--- config.mk ---
export PLATFORM = sky130hd
export DESIGN_NAME = bs_sequencer_flat
export DESIGN_NICKNAME = d
export VERILOG_FILES = /design/src/rtl/bs_sequencer_pkg.sv /design/src/rtl/bs_sequencer_if.sv /design/src/rtl/bs_valid_pipe.sv /design/src/rtl/bs_sequencer.sv /design/src/flat_wrapper.sv
export SDC_FILE = /design/constraint.sdc
export NUM_CORES = 1
export LEC_CHECK = 0
export CAP_MARGIN = 0
export CORE_MARGIN = 2
export CORE_UTILIZATION = 30
export DETAILED_ROUTE_END_ITERATION = 10
export HOLD_SLACK_MARGIN = 0.03
export PLACE_DENSITY = 0.5
export SYNTH_ARGS = -nofsm -noshare
export SYNTH_HDL_FRONTEND = slang
export SYNTH_SLANG_ARGS = --single-unit
--- constraint.sdc ---
create_clock -name clk -period 7.1 [get_ports clk]
set_input_delay 1.42 -clock clk [delete_from_list [all_inputs] [get_ports clk]]
set_output_delay 1.42 -clock clk [all_outputs]
set_load 0.01 [all_outputs]
--- src/rtl/bs_sequencer_pkg.sv ---
// Shared codes for the Black-Scholes sequencer: FSM/status encoding, host
// command values and default datapath geometry.
package bs_sequencer_pkg;

  typedef enum logic [3:0] {
    ST_IDLE     = 4'd0,
    ST_ISSUE    = 4'd1,
    ST_COMPLETE = 4'd2,
    ST_DRAIN    = 4'd3
  } state_e;

  localparam logic [3:0] CMD_RUN = 4'd1;
  localparam logic [3:0] CMD_ACK = 4'd2;

  // 5+17+5+7+5 cycles through the floating-point datapath.
  localparam int PIPE_LAT_DEFAULT = 39;
  localparam int CNT_W_DEFAULT    = 16;

endpackage

--- src/rtl/bs_sequencer_if.sv ---
// Host/datapath-facing bundle of the sequencer: commands in, status and
// issue/retire strobes out.
interface bs_sequencer_if #(
  parameter int CNT_W = 16
) ();

  logic [3:0]       cmd;
  logic [CNT_W-1:0] num_samples;
  logic             hold;
  logic [3:0]       status;
  logic             cfg_load;
  logic             issue_valid;
  logic [CNT_W-1:0] issue_idx;
  logic             result_valid;
  logic [CNT_W-1:0] result_idx;

  modport master (
    output cmd, num_samples, hold,
    input  status, cfg_load, issue_valid, issue_idx, result_valid, result_idx
  );

  modport slave (
    input  cmd, num_samples, hold,
    output status, cfg_load, issue_valid, issue_idx, result_valid, result_idx
  );

endinterface

--- src/rtl/bs_valid_pipe.sv ---
// Fixed-depth valid shift register mirroring datapath latency; a bit entering
// in cycle C appears on dout in cycle C+DEPTH.
module bs_valid_pipe #(
  parameter int DEPTH = 39
) (
  input  logic clk,
  input  logic clr,
  input  logic din,
  output logic dout
);

  logic [DEPTH-1:0] shift_q;
  logic [DEPTH-1:0] shift_d;

  always_comb begin
    shift_d    = shift_q;
    shift_d[0] = din;
    for (int i = 1; i < DEPTH; i++) begin
      shift_d[i] = shift_q[i-1];
    end
  end

  always_ff @(posedge clk) begin
    if (clr) begin
      shift_q <= '0;
    end else begin
      shift_q <= shift_d;
    end
  end

  assign dout = shift_q[DEPTH-1];

endmodule

--- src/rtl/bs_sequencer.sv ---
// Sample sequencer for the Black-Scholes datapath: accepts RUN, issues N
// samples (stallable by hold), tracks their results and waits for ACK.
module bs_sequencer
  import bs_sequencer_pkg::*;
#(
  parameter int PIPE_LAT = PIPE_LAT_DEFAULT,
  parameter int CNT_W    = CNT_W_DEFAULT
) (
  input logic           clk,
  input logic           reset,
  bs_sequencer_if.slave bus
);

  localparam logic [CNT_W-1:0] ONE = {{(CNT_W-1){1'b0}}, 1'b1};

  state_e           state_q, state_d;
  logic [CNT_W-1:0] n_q, n_d;
  logic [CNT_W-1:0] issued_q, issued_d;
  logic [CNT_W-1:0] retired_q, retired_d;
  logic             run_accept;
  logic             issue_fire;
  logic             retire_fire;
  logic             pipe_out;

  always_comb begin
    state_d     = state_q;
    n_d         = n_q;
    issued_d    = issued_q;
    retired_d   = retired_q;
    run_accept  = 1'b0;
    issue_fire  = 1'b0;
    // Retire is state-independent: with N > PIPE_LAT results emerge mid-ISSUE.
    retire_fire = pipe_out && (retired_q < n_q);
    if (retire_fire) begin
      retired_d = retired_q + ONE;
    end

    case (state_q)
      ST_IDLE: begin
        if (bus.cmd == CMD_RUN) begin
          run_accept = 1'b1;
          n_d        = bus.num_samples;
          issued_d   = '0;
          retired_d  = '0;
          state_d    = (bus.num_samples == '0) ? ST_COMPLETE : ST_ISSUE;
        end
      end
      ST_ISSUE: begin
        if (!bus.hold && (issued_q < n_q)) begin
          issue_fire = 1'b1;
          issued_d   = issued_q + ONE;
          if ((issued_q + ONE) == n_q) begin
            state_d = ST_DRAIN;
          end
        end
      end
      ST_DRAIN: begin
        if (retire_fire && (retired_q == (n_q - ONE))) begin
          state_d = ST_COMPLETE;
        end
      end
      ST_COMPLETE: begin
        if (bus.cmd == CMD_ACK) begin
          state_d = ST_IDLE;
        end
      end
      default: state_d = ST_IDLE;
    endcase
  end

  always_ff @(posedge clk) begin
    if (reset) begin
      state_q   <= ST_IDLE;
      n_q       <= '0;
      issued_q  <= '0;
      retired_q <= '0;
    end else begin
      state_q   <= state_d;
      n_q       <= n_d;
      issued_q  <= issued_d;
      retired_q <= retired_d;
    end
  end

  bs_valid_pipe #(
    .DEPTH (PIPE_LAT)
  ) u_valid_pipe (
    .clk  (clk),
    .clr  (reset),
    .din  (issue_fire),
    .dout (pipe_out)
  );

  assign bus.status       = state_q;
  assign bus.cfg_load     = run_accept;
  assign bus.issue_valid  = issue_fire;
  assign bus.issue_idx    = issued_q;
  assign bus.result_valid = pipe_out;
  assign bus.result_idx   = retired_q;

endmodule
--- src/flat_wrapper.sv ---
// flat-port wrapper written by rule: the top's interface ports become plain ports
module bs_sequencer_flat import bs_sequencer_pkg::*;
#(
  parameter int PIPE_LAT = PIPE_LAT_DEFAULT,
  parameter int CNT_W    = CNT_W_DEFAULT
)
  (clk, reset, bus_cmd, bus_num_samples, bus_hold, bus_status, bus_cfg_load, bus_issue_valid, bus_issue_idx, bus_result_valid, bus_result_idx);
  bs_sequencer_if #(.CNT_W(CNT_W)) bus_i ();
  input logic clk;
  input logic reset;
  input wire logic [$bits(bus_i.cmd)-1:0] bus_cmd;
  input wire logic [$bits(bus_i.num_samples)-1:0] bus_num_samples;
  input wire logic [$bits(bus_i.hold)-1:0] bus_hold;
  output wire logic [$bits(bus_i.status)-1:0] bus_status;
  output wire logic [$bits(bus_i.cfg_load)-1:0] bus_cfg_load;
  output wire logic [$bits(bus_i.issue_valid)-1:0] bus_issue_valid;
  output wire logic [$bits(bus_i.issue_idx)-1:0] bus_issue_idx;
  output wire logic [$bits(bus_i.result_valid)-1:0] bus_result_valid;
  output wire logic [$bits(bus_i.result_idx)-1:0] bus_result_idx;
  assign bus_i.cmd = bus_cmd;
  assign bus_i.num_samples = bus_num_samples;
  assign bus_i.hold = bus_hold;
  assign bus_status = bus_i.status;
  assign bus_cfg_load = bus_i.cfg_load;
  assign bus_issue_valid = bus_i.issue_valid;
  assign bus_issue_idx = bus_i.issue_idx;
  assign bus_result_valid = bus_i.result_valid;
  assign bus_result_idx = bus_i.result_idx;
  bs_sequencer #(.PIPE_LAT(PIPE_LAT), .CNT_W(CNT_W)) u_core (.clk(clk), .reset(reset), .bus(bus_i));
endmodule
# ---- Word level (Yosys, flattened, before mapping)
# Index checks and enable logic that the tools add are counted.
dict set report word_totals {
  regBits 91
  in_bits 23
}
dict set report classes {
  order_cmp 2
  n_reduce_logical 10
  muxes 17
  n_addsub 3
  eq_ne 12
}
# op n
set op_table {}
lappend op_table {{2-to-1 mux 16 bit} 5}
lappend op_table {{adder 16 x 1 -> 16 bit, second input constant} 2}
lappend op_table {{== test 16 bit} 2}
lappend op_table {{less-than comparator 16 bit} 2}
lappend op_table {{case mux 16 bit (2 select lines)} 1}
lappend op_table {{2-to-1 mux 4 bit} 5}
lappend op_table {{logical NOT 16 bit} 1}
lappend op_table {{case mux 4 bit (4 select lines)} 1}
lappend op_table {{subtractor 16 x 1 -> 16 bit, second input constant} 1}
lappend op_table {{== test 4 x 2 -> 1 bit, second input constant} 3}
lappend op_table {{inequality test 2 x 1 -> 1 bit, second input constant} 5}
lappend op_table {{== test 4 x 1 -> 1 bit, second input constant} 2}
lappend op_table {{AND reduction 5 bit} 1}
lappend op_table {{logical NOT 4 bit} 1}
lappend op_table {{2-to-1 mux 1 bit} 4}
lappend op_table {{logical AND 1 bit} 3}
lappend op_table {{AND reduction 3 bit} 1}
lappend op_table {{2-to-1 mux 2 bit} 1}
lappend op_table {{AND reduction 2 bit} 1}
lappend op_table {{nonzero test 2 bit} 1}
lappend op_table {{logical NOT 1 bit} 1}

# ---- Longest topological paths before layout
# Gate-level depths: netlist of the first run.
dict set report depth {
  word_depth 5
  ltp_mapped 12
  ltp_nobuf 10
}

# ---- Hierarchy
# From an unflattened synthesis of the first run, not the netlist that was laid out.
dict set report unflattened {
  hier_cells 580
  area_unflattened_um2 4943.5
}
# mod cells_per_inst area_per_inst_um2 instances
set by_module_without_submodules {}
lappend by_module_without_submodules {bs_sequencer 498 3868.7 1}
lappend by_module_without_submodules {bs_valid_pipe 82 1074.8 1}

# ---- Worst setup path after synthesis of the first run
# Ideal clock, no wire load.
dict set report synth_timing {
  path_kind {input-to-output}
  from {input port bus_cmd[1]}
  to {output port bus_cfg_load}
  path_buffers 2
  slack_ns 3.202
  path_stages 5
  arrival_time_ns 2.478
  t_required_ns 5.680
  path_cell_list {nor4b_1 > nand2_1 > inv_1 > clkbuf_1 > clkbuf_1}
}
dict set report synth_between {
  elab_chain_len 3
}
# item line_no
set synth_rtl {}
lappend synth_rtl {{start: declaration} flat_wrapper.sv:11} ;# input wire logic [$bits(bus_i.cmd)-1:0] bus_cmd;
lappend synth_rtl {{== test 4 x 1 -> 1 bit} bs_sequencer.sv:40} ;# if (bus.cmd == CMD_RUN) begin
lappend synth_rtl {{2-to-1 mux 1 bit} bs_sequencer.sv:40}
lappend synth_rtl {{2-to-1 mux 1 bit} bs_sequencer.sv:38} ;# case (state_q)
lappend synth_rtl {{end: declaration} flat_wrapper.sv:15} ;# output wire logic [$bits(bus_i.cfg_load)-1:0] bus_cfg_load;
# Every way passes these cells.

# ---- Worst setup path in the final report of the first run
dict set report layout_timing {
  from {input port bus_cmd[0]}
  to {output port bus_cfg_load}
}
# The elaborated chain is that of the path after synthesis.

==> results of run 1 <==
## report_power, final
part | switching, mW | leakage (nW) | internal [mW]
logic | 0.0523 | 1.35 | 0.0381
clock network | 0.204 | 0.136 | 0.249
registers | 0.00587 | 0.717 | 0.501
total | 0.262 | 2.20 | 0.788
## path summary, 6_finish.rpt
kind,startpoint,endpoint,slack [ps],cells after the start
worst max register to register,u_core.n_q[10],u_core.bus.result_idx[15],4040,8
worst min-delay path,u_core.u_valid_pipe.shift_q[37],u_core.u_valid_pipe.shift_q[38],430,1
worst min register to register,u_core.u_valid_pipe.shift_q[37],u_core.u_valid_pipe.shift_q[38],430,1
worst max-delay path,bus_cmd[0],bus_cfg_load,2120,6
## area by class of cell
| type | count | area (µm²) |
|---|---|---|
| clock buffer | 11 | 243 |
| clock inverter | 5 | 38.8 |
| fill | 1701 | 10500 |
| inverter | 31 | 116 |
| multi-input combinational | 453 | 3050 |
| sequential | 89 | 1780 |
| tap | 220 | 275 |
| timing repair buffer | 63 | 616 |
## worst register-to-register path, cell delays in order, from the launching register on
cell	delay, ps
dfxtp_1	570
inv_1	230
ha_1	360
nand4_1	140
a211oi_1	260
o41ai_2	160
a21oi_2	840
nor4_1	200
mux2i_1	170
## synthesized netlist by cell type, drive strengths merged, types with 3 or more instances
library cell,number,share of area (%)
nor2b,39,4.8
nand2b,5,0.61
nand3,45,4.4
a211oi,5,0.83
or4,12,1.9
buf,11,1.3
a21o,6,0.88
mux2i,7,1.4
ha,35,8.5
o22ai,3,0.37
and4,5,0.88
o21a,6,0.88
nor3,6,0.68
a31oi,15,1.8
o31ai,11,1.6
and3,5,0.61
nor4,14,2.0
a211o,3,0.51
o21ai,12,1.2
a21oi,39,3.9
nand2,58,4.2
inv,31,2.3
o2111ai,3,0.51
nor2,17,1.2
nor3b,3,0.54
dfxtp,89,35
or3,15,1.8
xnor2,28,4.8
clkbuf,29,2.1
xor2,11,1.9
and2,6,0.76
nand4,16,2.0
or2,3,0.37
## per-stage QoR
| step | hold slack [ps] | setup WS, ps | std cells | instance area [µm²] | util (%) |
|---|---|---|---|---|---|
| 5_1_grt | 455 | 1910 | 872 | 6120 | 36.8 |
| 4_1_cts | 437 | 2120 | 872 | 6120 | 36.8 |
| 6_report | 434 | 2120 | 872 | 6120 | 36.8 |
| 3_5_place_dp | 420 | 2140 | 856 | 5840 | 35.1 |
| 3_3_place_gp | 421 | 2150 | 856 | 5840 | 35.1 |
| 2_1_floorplan | 414 | 3200 | 613 | 5130 | - |
## kinds of logic after synthesis
kind of cell | count (synthesis) | synth area share, %
and+or+nand+nor | 254 | 27.6
DFF | 89 | 34.8
xor gates and xnor gates | 39 | 6.67
AOI/OAI and AO/OA | 115 | 15.0
other | 1 | 0.0732
muxes | 8 | 1.59
adders and majority gates | 35 | 8.55
buffers and inverters | 71 | 5.71
## sequential cells by signal, summed over array words and instances (netlist names)
name,cells
u_core.bus.issue_idx,16
u_core.bus.result_idx,16
u_core.n_q,16
u_core.bus.status,2
u_core.u_valid_pipe.shift_q,39
## per-layer routing
metal  GRT usage (%)  wire (µm)  share of wire (%)  vias up
met1            21.9       6860                 49     2152
li1                -          -                  -     2254
met3            3.53        594                4.2       11
met2            25.4       6380                 46       99
met5               0          0                  0        -
met4            4.27        170                1.2        0
==> metrics.txt, run 1 <==
Hold Crit Class=flip-flop to flip-flop; hpwl dp=slightly above 10000 µm; CTS tree=done; hold_buf cts=0; Yosys reg bits=89; PortBufs=just under 60; Startpoint Class=input port; Warnings, synthesis=0; DR iter-0 viols=261; CTS resizes=0; H-tree Lvls=3; Final Cycle Share=70.2%; GPL Wtd Cong=approximately 0.85; Setup TNS Final=0 ps; Die X-Extent=between 100 and 150 µm; Global Route Usage Sum=16.0%; core area=roughly 17000 µm²; I/O Pins=between 60 and 70; Worst Path Required=around 5700 ps; Crit path arrival time=3560 ps; first-pass GRT wire length=22900 µm; die height=between 100 and 150 µm; Seq/Total Area, Yosys=roughly a third; final hold violation count=0; Slew Viols, Final=0; crit-path leading delay family=buffers and inverters; Post-synth EDFFs=0; synth unique cells=63; clk_lat worst skew=~350 ps; Initial Utilization=30.8%; Setup Fix Bufs, Post-CTS=0; Critical Path Fanout Max=34; Avg WL per Cell=roughly 16 µm; FMAX=between 200 and 250 MHz; Primary FF master, synth=dfxtp_1; area delta synth->final=19.5%; largest net degree at the start of global routing=approximately 80; Nets=705; CTS buffer count=9; Root Buffer=clkbuf_16; Netlist Area Pre-Place=~5100 µm²; critical path, cell by cell=clkdlybuf4s50_1, nor4b_1, nand2_1, buf_4, inv_1, clkdlybuf4s50_1; CP Buf/Inv Count=4; maximum vdd drop=~0.16 mV; RSZ-0062 raised after global routing=no; final wirelength=~14000 µm; critical path capture point type=primary output; Reg clk slew, reported paths=~60 ps; vias in the first global route=about 4300; clock sinks=between 80 and 90; Max-cap violations=0; clk buf depth=2; commonest non-fill, non-tap cell in the layout=dfxtp_1; share of post-route cells with drive strength above 1=under 10%; worst slew pin tran=around 1000 ps; commonest cells after routing, fill and taps aside=89 x dfxtp_1, 58 x nand2_1, 58 x clkdlybuf4s50_1; routed via count=4516; GRT overflow=0; Residual DRC=0; Final min period=about 5000 ps; Synth async-reset ratio=0%; Rows=47; CP most frequent cell=clkdlybuf4s50_1; Pre-Repair DR Iteration Count=5; # diodes=0; die area=around 18000 µm²; Avg Vias per Cell=roughly 5.2; Worst Skew=a little over 10 ps; kind of critical path=input port to primary output; Avg Cell Area, Syn=8.37 µm²; antenna violations before repair=0; Leakage=2.20 nW; delay of the slowest cell on the worst path=650 ps; Post-DRT Antenna Nets=0; status=finished clean; cells after synthesis=612; Rel. slew slack=30.7%; slowest CP cell=clkdlybuf4s50_1; total power=~1.1 mW; PD cells=between 150 and 200 nW/µm²; setup violators final=0
Note: power is estimated with default switching activity, not from simulation.
==> inputs of run 2 (changes only) <==
clock period = 5.1 ns   (was 7.1 ns; I/O delays follow)
==> run 2 against run 1 <==
Compared with the run above: cell count increased by 0.11%; combinational power increased by 40%; sequential share of layout area decreased by 0.15 points; critical path type is now flip-flop to primary output; largest power group unchanged.
==> metrics.txt, run 2 (synthesized netlist as in run 1, its figures left out) <==
critical path, cell by cell=inv_1, ha_1, a211oi_1, nor2_1, nor4_1, a21o_1, nand3_1, buf_4, inv_1, clkdlybuf4s50_1; reg2reg end=u_core.bus.result_idx[15]; clock sinks=89 (unchanged); hold_buf cts=0 (unchanged); max reg flops=39 (unchanged); share of post-route cells with drive strength above 1=5.67% (+0.30 points); R2R depth=8 (unchanged); Nets=706 (+0.14%); H-tree Lvls=3 (unchanged); delay of the slowest cell on the worst path=560 ps (-90 ps); RSZ-0062 raised after global routing=no; commonest non-fill, non-tap cell in the layout=dfxtp_1; # diodes=0 (unchanged); Pre-Repair DR Iteration Count=5 (unchanged); GPL Wtd Cong=0.831 (-1.9%); Worst R2R Setup Slack=2050 ps (-1990 ps); Die X-Extent=135 µm (unchanged); DR iter-0 viols=319 (+22%); antenna violations before repair=0 (unchanged); kind of critical path=flip-flop to primary output; status=finished clean; core area=16600 µm² (unchanged); clock share of power=44.8% (+1.7 points); vias in the first global route=4308 (+1.0%); Initial Utilization=30.8% (unchanged); worst slew pin tran=1060 ps (+18.4 ps); Critical Path Fanout Max=30 (-12%); crit path from=u_core.n_q[10]; Leakage=2.22 nW (+0.88%); logic gate share of total power=8.4% (-0.2 points); clk_lat worst skew=360 ps (about the same); Critical Path End=bus_issue_valid; Layout Utilization=37.0% (+0.20 points); CTS tree=done; Final min period=slightly above 4000 ps; clk buf depth=2 (unchanged); I/O Pins=62 (unchanged); Setup TNS Final=0 ps (unchanged); largest net degree at the start of global routing=52 (-33%); critical path capture point type=primary output; die area=18100 µm² (unchanged); Top reg by flops=u_core.u_valid_pipe.shift_q; die height=135 µm (unchanged); hpwl dp=10400 µm (+0.99%); Hold Crit Class=flip-flop to flip-flop; Setup Fix Bufs, Post-CTS=0 (unchanged); final hold violation count=0 (unchanged); Post-DRT Antenna Nets=0 (unchanged); Net Sw Power=0.408 mW (+56%); Fill cells=1686 (-0.88%); commonest cells after routing, fill and taps aside=89 x dfxtp_1, 58 x nand2_1, 58 x clkdlybuf4s50_1; CP most frequent cell=inv_1; Crit path arrival time=3110 ps (-450 ps); Worst Skew=10.2 ps (-0.0465 ps); Reg clk slew, reported paths=70 ps (about the same); area delta synth->final=20.1%; final wirelength=14200 µm (+1.4%); PortBufs=59 (unchanged); maximum vdd drop=0.139 mV (-15%); Slew Viols, Final=0 (unchanged); GRT overflow=0 (unchanged); first-pass GRT wire length=22800 µm (-0.69%); setup violators final=0 (unchanged); reg2reg start=u_core.n_q[10]; CTS resizes=0 (unchanged); Global Route Usage Sum=16.0% (-0.025 points); sequential share of power=46.8% (-1.5 points); PD cells=245 nW/µm² (+43%); FMAX=about 240 MHz; Root Buffer=clkbuf_16; Startpoint Class=flip-flop; Max-cap violations=0 (unchanged); Rows=47 (unchanged); Avg WL per Cell=16.3 µm (+1.3%); Final Cycle Share=around four fifths; Avg Vias per Cell=5.17 (-0.18%); slowest CP cell=clkdlybuf4s50_1; routed via count=4513 (-0.066%); Rel. slew slack=29.5% (-1.2 points); CTS buffer count=9 (unchanged); Sw Ratio=27.0% (+2.1 points); Worst Path Required=4080 ps (-1600 ps); Residual DRC=0 (unchanged); Internal=1.10 mW (+40%)
-- run 2: cell count changes in the layout (fill, tap and decap cells not counted) --
cell,change
buf_4,+1
clkbuf_1,-1
clkbuf_8,-1
clkinv_2,-1
clkinv_4,-1
clkinv_8,+2
clkinvlp_4,-1
inv_6,+1
inv_8,+2
-- run 2: layout make-up --
class	instances	area, µm²	area share [%]
inverters	31	116	1.89
multi-input cells	453	3050	49.6
repair buffers	64	623	10.1
flip-flops and latches	89	1780	28.9
clock buffers	9	225	3.66
well taps	220	275	4.47
clock inverters	7	81.3	1.32
-- run 2: critical path: cells and delay by family (launching register included) --
family,cells,cell delay [ps]
fa+ha+maj,1,240
compound gates,2,400
flops,1,550
simple gates,3,390
buf+inv,4,1160
-- run 2: power by group through the flow --
| stage | sequential (mW) | clock, mW | combinational [mW] |
|---|---|---|---|
| 2_1_floorplan | 0.717 | 0 | 0.0886 |
| 3_3_place_gp | 0.722 | 0 | 0.124 |
| 3_5_place_dp | 0.722 | 0 | 0.125 |
| 4_1_cts | 0.706 | 0.693 | 0.126 |
| 5_1_grt | 0.706 | 0.722 | 0.140 |
| 6_report | 0.706 | 0.676 | 0.127 |
-- run 2: metrics by stage --
step                total power [mW]  std cells  setup WS [ps]  hold slack [ps]  area [µm²]
finish                          1.51        873            966              438        6160
global route                    1.57        873            755              455        6160
CTS                             1.52        873            976              439        6160
detailed placement             0.847        857           1150              421        5850
global placement               0.845        857           1130              416        5850
floorplan                      0.805        613           2000              414        5130
-- run 2: worst min path at each step --
stage,startpoint,to,cells past startpoint
detailed placement,u_core.u_valid_pipe.shift_q[16],u_core.u_valid_pipe.shift_q[17],1
CTS,u_core.u_valid_pipe.shift_q[16],u_core.u_valid_pipe.shift_q[17],1
global placement,u_core.u_valid_pipe.shift_q[35],u_core.u_valid_pipe.shift_q[36],1
floorplan,u_core.u_valid_pipe.shift_q[9],u_core.u_valid_pipe.shift_q[10],1
global route,u_core.u_valid_pipe.shift_q[35],u_core.u_valid_pipe.shift_q[36],1
finish,u_core.u_valid_pipe.shift_q[16],u_core.u_valid_pipe.shift_q[17],1
-- run 2: routing by layer --
layer | vias to the layer above | global-route usage [%] | wire length [µm]
met4 | 0 | 5.79 | 225
met5 | - | 0 | 0
li1 | 2254 | - | -
met1 | 2131 | 22.1 | 6860
met2 | 112 | 25.0 | 6460
met3 | 16 | 2.70 | 649
